<file path="src/rtl/music_box_state_sequencer_if.sv">
// Bus between the music box mode sequencer and its surroundings: button debouncers,
// the 1 kHz tick source and the per-mode state modules that report completion.
interface music_box_state_sequencer_if;
    logic        tick_1Khz;
    logic [3:0]  request;
    logic        abort;
    logic [3:0]  stateComplete;
    logic [4:0]  currentState;
    logic        stateEnter;
    logic        busy;
    logic        hasRecording;
    logic        timeoutPulse;
    logic [31:0] debugString;

    modport master (
        output tick_1Khz,
        output request,
        output abort,
        output stateComplete,
        input  currentState,
        input  stateEnter,
        input  busy,
        input  hasRecording,
        input  timeoutPulse,
        input  debugString
    );

    modport slave (
        input  tick_1Khz,
        input  request,
        input  abort,
        input  stateComplete,
        output currentState,
        output stateEnter,
        output busy,
        output hasRecording,
        output timeoutPulse,
        output debugString
    );
endinterface

</file>
<file path="src/rtl/music_box_state_sequencer.sv">
// Music box mode sequencer: turns request button edges into a currentState code held until
// completion or abort, plus a watchdog timeout when MUSICBOX_WATCHDOG_EN is defined.
module music_box_state_sequencer #(
    parameter int unsigned HOLDOFF_MS = 2,
    parameter int unsigned TIMEOUT_MS = 10000
) (
    input logic                        clock_50Mhz,
    input logic                        reset_n,
    music_box_state_sequencer_if.slave bus
);

`ifdef MUSICBOX_WATCHDOG_EN
    localparam bit WATCHDOG_EN = 1'b1;
`else
    localparam bit WATCHDOG_EN = 1'b0;
`endif

    localparam logic [15:0] HOLDOFF_LOAD = 16'(HOLDOFF_MS);
    localparam logic [15:0] ELAPSED_MAX  = 16'hFFFF;

    typedef enum logic [2:0] {
        ST_IDLE           = 3'd0,
        ST_MAKE_RECORDING = 3'd1,
        ST_PLAY_RECORDING = 3'd2,
        ST_PLAY_SONG_A    = 3'd3,
        ST_PLAY_SONG_B    = 3'd4
    } state_t;

    state_t      state;
    state_t      state_next;
    logic [3:0]  request_q;
    logic [3:0]  request_rise;
    logic [3:0]  request_eligible;
    logic [15:0] elapsed_ms;
    logic [15:0] elapsed_next;
    logic [15:0] holdoff_cnt;
    logic [15:0] holdoff_next;
    logic        has_recording;
    logic        has_recording_next;
    logic        state_enter;
    logic        state_enter_next;
    logic        completion_flag;
    logic        limit_reached;
    logic        watchdog_hit;
    logic        exit_now;

    assign request_rise     = bus.request & ~request_q;
    // PlayRecording cannot start without a recording; masking it lets a lower-priority rise win.
    assign request_eligible = request_rise & {2'b11, has_recording, 1'b1};

    assign limit_reached = ({16'd0, elapsed_ms} == TIMEOUT_MS);
    assign watchdog_hit  = WATCHDOG_EN & limit_reached;

    always_comb begin
        completion_flag = 1'b0;
        case (state)
            ST_MAKE_RECORDING: completion_flag = bus.stateComplete[0];
            ST_PLAY_RECORDING: completion_flag = bus.stateComplete[1];
            ST_PLAY_SONG_A:    completion_flag = bus.stateComplete[2];
            ST_PLAY_SONG_B:    completion_flag = bus.stateComplete[3];
            default:           completion_flag = 1'b0;
        endcase
    end

    assign exit_now = (state != ST_IDLE) & (bus.abort | completion_flag | watchdog_hit);

    always_comb begin
        state_next         = state;
        state_enter_next   = 1'b0;
        elapsed_next       = elapsed_ms;
        holdoff_next       = holdoff_cnt;
        has_recording_next = has_recording;
        case (state)
            ST_IDLE: begin
                if (holdoff_cnt != 16'd0) begin
                    if (bus.tick_1Khz) begin
                        holdoff_next = holdoff_cnt - 16'd1;
                    end
                end else if (request_eligible != 4'd0) begin
                    state_enter_next = 1'b1;
                    elapsed_next     = 16'd0;
                    if (request_eligible[0]) begin
                        state_next         = ST_MAKE_RECORDING;
                        has_recording_next = 1'b0;
                    end else if (request_eligible[1]) begin
                        state_next = ST_PLAY_RECORDING;
                    end else if (request_eligible[2]) begin
                        state_next = ST_PLAY_SONG_A;
                    end else begin
                        state_next = ST_PLAY_SONG_B;
                    end
                end
            end
            default: begin
                if (exit_now) begin
                    state_next   = ST_IDLE;
                    holdoff_next = HOLDOFF_LOAD;
                    // Abort outranks completion, so an aborted recording stays invalid.
                    if (!bus.abort && completion_flag && state == ST_MAKE_RECORDING) begin
                        has_recording_next = 1'b1;
                    end
                end else if (bus.tick_1Khz && elapsed_ms != ELAPSED_MAX) begin
                    elapsed_next = elapsed_ms + 16'd1;
                end
            end
        endcase
    end

    always_ff @(posedge clock_50Mhz or negedge reset_n) begin
        if (!reset_n) begin
            state <= ST_IDLE;
        end else begin
            state <= state_next;
        end
    end

    always_ff @(posedge clock_50Mhz or negedge reset_n) begin
        if (!reset_n) begin
            request_q     <= 4'd0;
            elapsed_ms    <= 16'd0;
            holdoff_cnt   <= 16'd0;
            has_recording <= 1'b0;
            state_enter   <= 1'b0;
        end else begin
            request_q     <= bus.request;
            elapsed_ms    <= elapsed_next;
            holdoff_cnt   <= holdoff_next;
            has_recording <= has_recording_next;
            state_enter   <= state_enter_next;
        end
    end

    generate
        if (WATCHDOG_EN) begin : g_watchdog
            logic timeout_pulse_q;

            always_ff @(posedge clock_50Mhz or negedge reset_n) begin
                if (!reset_n) begin
                    timeout_pulse_q <= 1'b0;
                end else begin
                    timeout_pulse_q <= exit_now & ~bus.abort & ~completion_flag;
                end
            end

            assign bus.timeoutPulse = timeout_pulse_q;

            a_timeout_in_idle: assert property (
                @(posedge clock_50Mhz) disable iff (!reset_n)
                timeout_pulse_q |-> (state == ST_IDLE)
            );
        end else begin : g_no_watchdog
            assign bus.timeoutPulse = 1'b0;
        end
    endgenerate

    assign bus.currentState = {2'b00, state};
    assign bus.stateEnter   = state_enter;
    assign bus.busy         = (state != ST_IDLE) | (holdoff_cnt != 16'd0);
    assign bus.hasRecording = has_recording;
    assign bus.debugString  = {11'd0, 2'b00, state, elapsed_ms};

    a_enter_is_active: assert property (
        @(posedge clock_50Mhz) disable iff (!reset_n)
        state_enter |-> (state != ST_IDLE)
    );

    a_state_legal: assert property (
        @(posedge clock_50Mhz) disable iff (!reset_n)
        state <= ST_PLAY_SONG_B
    );

endmodule

</file>
<file path="src/flat_wrapper.sv">
// flat-port wrapper written by rule: the top's interface ports become plain ports
module music_box_state_sequencer_flat 
#(
    parameter int unsigned HOLDOFF_MS = 2,
    parameter int unsigned TIMEOUT_MS = 10000
)
  (clock_50Mhz, reset_n, bus_tick_1Khz, bus_request, bus_abort, bus_stateComplete, bus_currentState, bus_stateEnter, bus_busy, bus_hasRecording, bus_timeoutPulse, bus_debugString);
  music_box_state_sequencer_if bus_i ();
  input logic clock_50Mhz;
  input logic reset_n;
  input wire logic [$bits(bus_i.tick_1Khz)-1:0] bus_tick_1Khz;
  input wire logic [$bits(bus_i.request)-1:0] bus_request;
  input wire logic [$bits(bus_i.abort)-1:0] bus_abort;
  input wire logic [$bits(bus_i.stateComplete)-1:0] bus_stateComplete;
  output wire logic [$bits(bus_i.currentState)-1:0] bus_currentState;
  output wire logic [$bits(bus_i.stateEnter)-1:0] bus_stateEnter;
  output wire logic [$bits(bus_i.busy)-1:0] bus_busy;
  output wire logic [$bits(bus_i.hasRecording)-1:0] bus_hasRecording;
  output wire logic [$bits(bus_i.timeoutPulse)-1:0] bus_timeoutPulse;
  output wire logic [$bits(bus_i.debugString)-1:0] bus_debugString;
  assign bus_i.tick_1Khz = bus_tick_1Khz;
  assign bus_i.request = bus_request;
  assign bus_i.abort = bus_abort;
  assign bus_i.stateComplete = bus_stateComplete;
  assign bus_currentState = bus_i.currentState;
  assign bus_stateEnter = bus_i.stateEnter;
  assign bus_busy = bus_i.busy;
  assign bus_hasRecording = bus_i.hasRecording;
  assign bus_timeoutPulse = bus_i.timeoutPulse;
  assign bus_debugString = bus_i.debugString;
  music_box_state_sequencer #(.HOLDOFF_MS(HOLDOFF_MS), .TIMEOUT_MS(TIMEOUT_MS)) u_core (.clock_50Mhz(clock_50Mhz), .reset_n(reset_n), .bus(bus_i));
endmodule
</file>
<file path="config.mk">
export PLATFORM = sky130hd
export DESIGN_NAME = music_box_state_sequencer_flat
export DESIGN_NICKNAME = d
export VERILOG_FILES = /design/src/rtl/music_box_state_sequencer_if.sv /design/src/rtl/music_box_state_sequencer.sv /design/src/flat_wrapper.sv
export SDC_FILE = /design/constraint.sdc
export NUM_CORES = 1
export LEC_CHECK = 0
export BUFFER_PORTS_ARGS = -buffer_cell sky130_fd_sc_hd__buf_4
export CORE_MARGIN = 2
export CORE_UTILIZATION = 54
export DETAILED_ROUTE_END_ITERATION = 8
export HOLD_SLACK_MARGIN = 0.05
export PLACE_DENSITY = 0.8
export SLEW_MARGIN = 20
export SYNTH_ARGS = -nofsm -noshare
export SYNTH_HDL_FRONTEND = slang
export SYNTH_SLANG_ARGS = --single-unit
</file>
<file path="constraint.sdc">
create_clock -name clock_50Mhz -period 2.48 [get_ports clock_50Mhz]
set_input_delay 0.248 -clock clock_50Mhz [delete_from_list [all_inputs] [get_ports clock_50Mhz]]
set_output_delay 0.248 -clock clock_50Mhz [all_outputs]
set_load 0.01 [all_outputs]
</file>
## Yosys cells after proc, flatten, opt, wreduce, memory -nomap -nowiden

Cells that the tools add are included.

- Flip-flop bits (word level): 41
- Output and inout port bits: 41

- Add/subtract/negate cells: 2
- Equal/unequal tests: 11
- Multiplexer cells: 26
- Bitwise operators: 6
- Reduce and logical (&&, ||, !) cells: 15

Operators with widths:

| kind | count |
|---|---|
| $mux W16 | 9 |
| $mux W3 | 7 |
| $add A16 B1 Y16 const B | 1 |
| $ne A16 B16 Y1 const B | 1 |
| $reduce_bool A16 Y1 | 1 |
| $sub A16 B1 Y16 const B | 1 |
| $mux W1 | 9 |
| $and A4 B4 Y4 | 2 |
| $eq A3 B2 Y1 const B | 2 |
| $ne A2 B1 Y1 const B | 3 |
| $ne A2 B2 Y1 const B | 3 |
| $reduce_and A3 Y1 | 2 |
| $reduce_bool A2 Y1 | 3 |
| $reduce_and A5 Y1 | 1 |
| $not A4 Y4 | 1 |
| $pmux W1 S4 | 1 |
| $reduce_and A4 Y1 | 1 |
| $reduce_bool A4 Y1 | 1 |
| $eq A3 B1 Y1 const B | 1 |
| $eq A3 B3 Y1 const B | 1 |
| $logic_and A1 B1 Y1 | 3 |
| $logic_not A3 Y1 | 1 |
| $reduce_bool A3 Y1 | 1 |
| $or A1 B1 Y1 | 2 |
| other kinds (2) | 2 |

## Logic depth before layout (Yosys ltp)

Gate-level depths: netlist of the first run.

- Word-level depth: 9
- Depth in mapped cells: 10
- Gate-level depth less buffers: 8

## Least setup slack after synthesis of the first run

Ideal clock, no wire load.

- Path type: register -> register
- Start point: register u_core.elapsed_ms[0]
- End point: register u_core.elapsed_ms[12]
- Data arrival time: 1903 ps
- Setup slack: 504 ps
- Stages on the path, launching flop included: 10
- Path through: dfrtp_1 > ha_1 > nand2_1 > or2_1 > buf_6 > o311a_4 > o21ai_4 > buf_8 > or4_1 > a21oi_2

- Longest elaborated chain between the ends: 4
- Elaborated cells between the ends (all ways): 8

Ends and longest elaborated chain:

| item | line | text |
|---|---|---|
| start, declared | music_box_state_sequencer.sv:34 | `logic [15:0] elapsed_ms;` |
| start signal, assigned | music_box_state_sequencer.sv:126 | `elapsed_ms <= elapsed_next;` |
| $add A16 B1 Y16 / $ne A16 B16 Y1 (equally long branches) | music_box_state_sequencer.sv:103, music_box_state_sequencer.sv:102 |  |
| $mux W16 / $logic_and A1 B1 Y1 (equally long branches) | music_box_state_sequencer.sv:102 | `end else if (bus.tick_1Khz && elapsed_ms != ELAPSED_MAX) begin` |
| $mux W16 / $reduce_bool A2 Y1 (equally long branches) | - |  |
| $mux W16 / $reduce_and A4 Y1 (equally long branches) | - |  |

Parallel ways exist; a longest one is shown, timed or not. The select of a mux whose other input is x is not followed.
A chain may end at the register's enable or synchronous reset.

## Worst setup path in the final report of the first run

- Start point: register u_core.elapsed_ms[0]
- End point: register u_core.elapsed_ms[9]

Same word-level chain as after synthesis.

==> metrics.txt, run 1 <==
status complete, no violations; Fin. Hold Viols 0; vias in the first global route about 1800; startpoint types register; Yosys cell types 48; Lkg Pwr between 0.001 and 0.0015 uW; Slowest-stage cell, CP or4_1; overall power 2450 uW; Mapped Area 2350 um2; Critical Path AT 2430 ps; # Max-Cap Violations 0; Layout Skew 4.60 ps; pin slew with the least headroom to its limit 521 ps; Core Util, Final 0.648; worst-path cell chain ha_1 > nand2_1 > or2_1 > o311a_4 > o21ai_4 > or4_1 > a21oi_1; routed wire length about 4700 um; fmax approximately 450 MHz; Main synth FF type dfrtp_1; Max VDD drop 0.730 mV; clock root buffer clkbuf_8; Routed WL per cell 14.2 um; Diodes inserted 0; EDFF count, synth 0; Area contributors post-synth dfrtp_1 (44%), buf_4 (6.4%), nor2_1 (3.8%); initial DRC count 86; critical path class reg2reg; Area Growth Syn to Fin 12.8%; DP Wirelength 3390 um; final setup violation count 0; required time worst endpoint between 2000 and 3000 ps; DRT Pass-1 Iters 4; Die Ht 69.9 um; Die Wd 69.9 um; asr flop ratio synth 1.00; Routed Antenna Nets 0; Final Non-Filler Cells around 330; Final Slew Violations 0; setup_tns 0 ps; hold crit path type in2reg; die footprint approximately 5000 um2; area leader, netlist dfrtp_1; synth cell count leaders dfrtp_1 (41), nor2_1 (24), buf_4 (20), nand2_1 (14), nor3_1 (13); Period minus WS final 2210 ps; I/O Buffers 36; core box area around 4000 um2; cell depth of the worst hold path 1; Yosys warnings 0; row count 23; crit-path max cell delay 520 ps; Via density between 5 and 6; Skew-Pair Late Insertion Delay 290 ps; Synth Instances about 240; R2R cell count 7; Max Root-Sink Buffers 2; Initial Util 0.575; H-tree Lvls 2; CTS tree built; DR DRC count 0; remaining global-route overflow 0; fin nets 295; RSZ-0062 raised after global routing no; PostCTS Resize Cnt 0; Setup Fix Bufs, Post-CTS 0; DR vias around 1900; Syn Area/Cell 9.70 um2; #FFs+latches synth between 40 and 50; power per cell area 924 nW/um2; TritonCTS buffer count 5; clock-pin slew on the worst setup and hold paths 70 ps; initial antenna violation count 0; Max-slew headroom 0.651; Yosys top cell area share 0.437; placer congestion estimate 0.825; CP Capture Type register; Placed Instances about 320; layout cells sized above 1 0.226; Layout fillers 355; Critical Path Fanout Max 22; largest net degree at the start of global routing between 40 and 50; gr usage total 0.197; Final Cycle Share 0.892; cell with the most instances after synthesis dfrtp_1; Num Clock Sinks 41; # IOs 53; sequential fraction of the synthesis area 0.437; Hold Worst Slack 65.8 ps; first-pass GRT wire length approximately 8000 um
## cell families (layout without fill, tap and decap cells)
kind of cell	Yosys count	in the layout	synth area share
buf+inv	34	56	0.102
fa+ha+maj	3	3	0.0160
xor+xnor	13	13	0.0485
other cells	1	16	0.00160
compound gates	46	46	0.145
mux	5	5	0.0218
simple gates	99	99	0.227
flops	41	41	0.437
## final cells by class
cell class | instances | area (um2) | share of cell area
clock buffers | 5 | 68.8 | 0.0260
clock inverters | 1 | 5.00 | 0.00189
inverters | 8 | 30.0 | 0.0113
multi-input cells | 182 | 1140 | 0.430
flip-flops and latches | 41 | 1030 | 0.387
well taps | 50 | 62.6 | 0.0236
repair buffers | 42 | 318 | 0.120
## through the flow
step / area (um2) / worst slack [ps]
final: 2650 / 269
after global routing: 2650 / 116
after global placement: 2560 / 395
after CTS: 2650 / 278
after detailed placement: 2560 / 316
after floorplan: 2400 / 504
## flip-flops by register name, indices dropped and copies added (netlist names)
register                 count
u_core.holdoff_cnt          16
u_core.bus.hasRecording      1
u_core.state                 3
u_core.request_q             4
u_core.bus.stateEnter        1
u_core.elapsed_ms           16
## power by group
part	switching [uW]	leakage (uW)	total [uW]	internal [uW]
Sequential	180	0.000543	1000	823
Clock	217	0.0000399	402	185
Combinational	604	0.000602	1040	440
## worst max-delay path, delay by kind of cell, from the launching register on
kind | cells | cell delay (ps)
fa+ha+maj | 1 | 260
flops | 1 | 430
simple gates | 3 | 910
compound gates | 3 | 560
## repair_timing
item,in CTS,in global routing
hold buffers,1,0
endpoints found under the setup margin,0,0
endpoints found under the hold margin,41,0
## path summary, 6_finish.rpt
| check | start | end | slack [ps] |
|---|---|---|---|
| max | u_core.elapsed_ms[0] | u_core.elapsed_ms[9] | 270 |
| max in group asynchronous | reset_n | u_core.elapsed_ms[6] | 1660 |
| min reg2reg | u_core.elapsed_ms[6] | u_core.elapsed_ms[6] | 520 |
| min in group asynchronous | reset_n | u_core.holdoff_cnt[11] | 470 |
| max reg2reg | u_core.elapsed_ms[0] | u_core.elapsed_ms[9] | 270 |
| min | bus_request[3] | u_core.request_q[3] | 70 |
## cell usage in the layout (no fill, tap or decap), types with 2 or more instances in the layout
cell type / n
a21oi_2: 5
mux2i_1: 4
ha_1: 3
conb_1: 16
xnor2_1: 10
o2111ai_1: 2
clkbuf_8: 5
nor2_1: 24
or4_1: 8
o211ai_1: 2
nand3_1: 11
o21ai_0: 11
or3_1: 5
o21ai_1: 2
nor4_1: 5
nand4_1: 3
inv_1: 8
dfrtp_1: 41
buf_4: 41
xor2_1: 3
o31ai_1: 8
a21oi_1: 7
o31ai_2: 2
nor3_1: 13
nand2_1: 14
nor2b_1: 5
or2_1: 2
## routing by layer
| layer | global-route usage | part of all wire | vias up |
|---|---|---|---|
| li1 | - | - | 907 |
| met1 | 0.245 | 0.45 | 911 |
| met2 | 0.339 | 0.49 | 52 |
| met3 | 0.0462 | 0.049 | 6 |
| met4 | 0.0641 | 0.013 | 0 |
| met5 | 0 | 0 | - |
Note: power is estimated with default switching activity, not from simulation.
==> inputs of run 2 (changes only) <==
- ABC_AREA: unset -> 1
- CORE_UTILIZATION: 54 -> 55
- PLACE_DENSITY: 0.8 -> 0.79
==> metrics.txt, run 2 <==
DR vias 2650 (+41%); Lkg Pwr 0.00169 uW (+42%); Max VDD drop 0.542 mV (-26%); Num Clock Sinks 41 (unchanged); worst reg2reg path endpoint u_core.elapsed_ms[8]; Yosys top cell area share 0.356 (-0.0810); combinational power share 0.570 (+0.144); area leader, netlist dfrtp_1; power per cell area 1020 nW/um2 (+10%); DRT Pass-1 Iters 5 (+1); post-route design area 3200 um2 (+21%); Yosys warnings 0 (unchanged); Layout Skew 10.2 ps (+5.55 ps); Skew-Pair Late Insertion Delay 300 ps (about the same); layout cells sized above 1 0.148 (-0.0773); clock-pin slew on the worst setup and hold paths 80 ps (about the same); Layout fillers 486 (+37%); Seq pwr share 0.287 (-0.122); synth cell count leaders nand2_1 (147), nor2_1 (70), dfrtp_1 (41), inv_1 (39), nand3_1 (37); # IOs 53 (unchanged); R2R cell count 9 (+2); pin slew with the least headroom to its limit 524 ps (+3.00 ps); Final Slew Violations 0 (unchanged); P_int 1610 uW (+11%); Area Growth Syn to Fin 11.1%; Max-slew headroom 0.651 (about the same); remaining global-route overflow 0 (unchanged); DR DRC count 0 (unchanged); Initial Util 0.568 (-0.00666); Period minus WS final 1970 ps (-244 ps); placed cell area 3100 um2 (+21%); routed wire length 6340 um (+36%); clock root buffer clkbuf_8; placer congestion estimate 0.891 (+8.0%); sequential fraction of the synthesis area 0.356 (-0.0810); CP Capture Type register; fin nets 472 (+60%); crit path to u_core.elapsed_ms[8]; TritonCTS buffer count 5 (unchanged); Routed Antenna Nets 0 (unchanged); Hold Worst Slack 60.1 ps (-5.69 ps); multi-input combinational cell area 1540 um2 (+36%); most frequent cells in the layout nand2_1 (147), nor2_1 (70), dfrtp_1 (41), inv_1 (39), buf_4 (38); final setup violation count 0 (unchanged); Core Util, Final 0.631 (-0.0173); Min-Delay Startpoint bus_request[1]; hold crit path type in2reg; Yosys cell types 33 (-31%); Final Cycle Share 0.793 (-0.0984); crit path from u_core.state[0]; required time worst endpoint 2670 ps (-30 ps); initial DRC count 119 (+38%); Die Wd 76.4 um (+9.2%); I/O Buffers 36 (unchanged); Max Root-Sink Buffers 2 (unchanged); initial antenna violation count 0 (unchanged); #FFs+latches synth 41 (unchanged); r2r startpoint u_core.state[0]; asr flop ratio synth 1.00 (unchanged); DP Wirelength 4640 um (+37%); Critical Path Fanout Max 22 (unchanged); status complete, no violations; row count 26 (+13%); Routed WL per cell 12.0 um (-15%); Critical Path AT 2160 ps (-270 ps); largest net degree at the start of global routing 42 (unchanged); Main synth FF type dfrtp_1; Syn Area/Cell 6.80 um2 (-30%); vias in the first global route 2539 (+44%); critical path class reg2reg; EDFF count, synth 0 (unchanged); die footprint 5840 um2 (+19%); # Max-Cap Violations 0 (unchanged); P_sw 1660 uW (+66%); Diodes inserted 0 (unchanged); Via density 5.02 (-12%); Fin. Hold Viols 0 (unchanged); Mapped Area 2880 um2 (+23%); commonest non-fill, non-tap cell in the layout nand2_1; Largest regs u_core.elapsed_ms (16), u_core.holdoff_cnt (16), u_core.request_q (4); FF/Latch Area 1030 um2 (unchanged); Switching Share 0.509 (+0.100); H-tree Lvls 2 (unchanged); r2r setup slk 510 ps (+240 ps); setup_tns 0 ps (unchanged); gr usage total 0.233 (+0.0352); RSZ-0062 raised after global routing no; Die Ht 76.4 um (+9.2%); Area contributors post-synth dfrtp_1 (36%), nand2_1 (19%), nor2_1 (9.1%); core box area 5070 um2 (+24%); fmax 508 MHz (+12%); CTS tree built; Synth Instances 424 (+75%); cell with the most instances after synthesis nand2_1; startpoint types register; first-pass GRT wire length 11200 um (+42%); clock network power share 0.143 (-0.021)
[run 2: critical path: stages, from the launching register on]
cell,delay [ps]
dfrtp_1,470
nor2_2,180
nand2_4,180
inv_4,260
nor2_2,80
nor2_4,120
buf_4,250
nand2_4,170
nand2_1,110
nand2_1,50
[run 2: final cells by class]
cell class	count	area share
Clock inverter	2	0.00430
Clock buffer	6	0.0258
Multi-Input combinational cell	330	0.482
Sequential cell	41	0.320
Timing Repair Buffer	39	0.0922
Inverter	40	0.0477
Tap cell	70	0.0274
[run 2: what timing repair did]
item | 4_1_cts | 5_1_grt
hold buffers | 1 | 0
endpoints found under the hold margin | 41 | 0
buffers inserted | 0 | 0
resized for setup | 0 | 0
[run 2: cells by family after synthesis]
kind of cell    Yosys count  share of synthesized area
compound gates           17                     0.0395
xor+xnor                 14                     0.0425
fa+ha+maj                 3                     0.0130
buf+inv                  68                      0.128
flops                    41                      0.356
mux                       1                    0.00347
other cells               1                    0.00130
simple gates            279                      0.416
[run 2: power by group through the flow]
stage | Sequential [uW] | Clock [uW] | Combinational [uW]
after floorplan | 937 | 0 | 1580
after global routing | 955 | 504 | 2110
final | 938 | 469 | 1860
after global placement | 946 | 0 | 1800
after CTS | 937 | 482 | 1870
after detailed placement | 950 | 0 | 1860
[run 2: layer usage]
metal | vias up | track usage | share of wire
li1 | 1341 | - | -
met1 | 1228 | 0.296 | 0.42
met2 | 72 | 0.411 | 0.51
met3 | 9 | 0.0344 | 0.047
met4 | 0 | 0.0673 | 0.014
met5 | - | 0 | 0
[run 2: per-stage QoR]
| step | instances | total power, uW | setup WS (ps) |
|---|---|---|---|
| after global routing | 528 | 3570 | 319 |
| final | 528 | 3270 | 513 |
| after floorplan | 439 | 2520 | 795 |
| after detailed placement | 519 | 2810 | 535 |
| after global placement | 519 | 2750 | 610 |
| after CTS | 528 | 3290 | 521 |
[run 2: worst min-delay path by stage]
stage	endpoint	cells past startpoint
finish	u_core.request_q[1]	1
global route	u_core.request_q[1]	1
CTS	u_core.request_q[1]	1
detailed placement	u_core.holdoff_cnt[13]	1
global placement	u_core.holdoff_cnt[13]	1
floorplan	u_core.bus.hasRecording	0
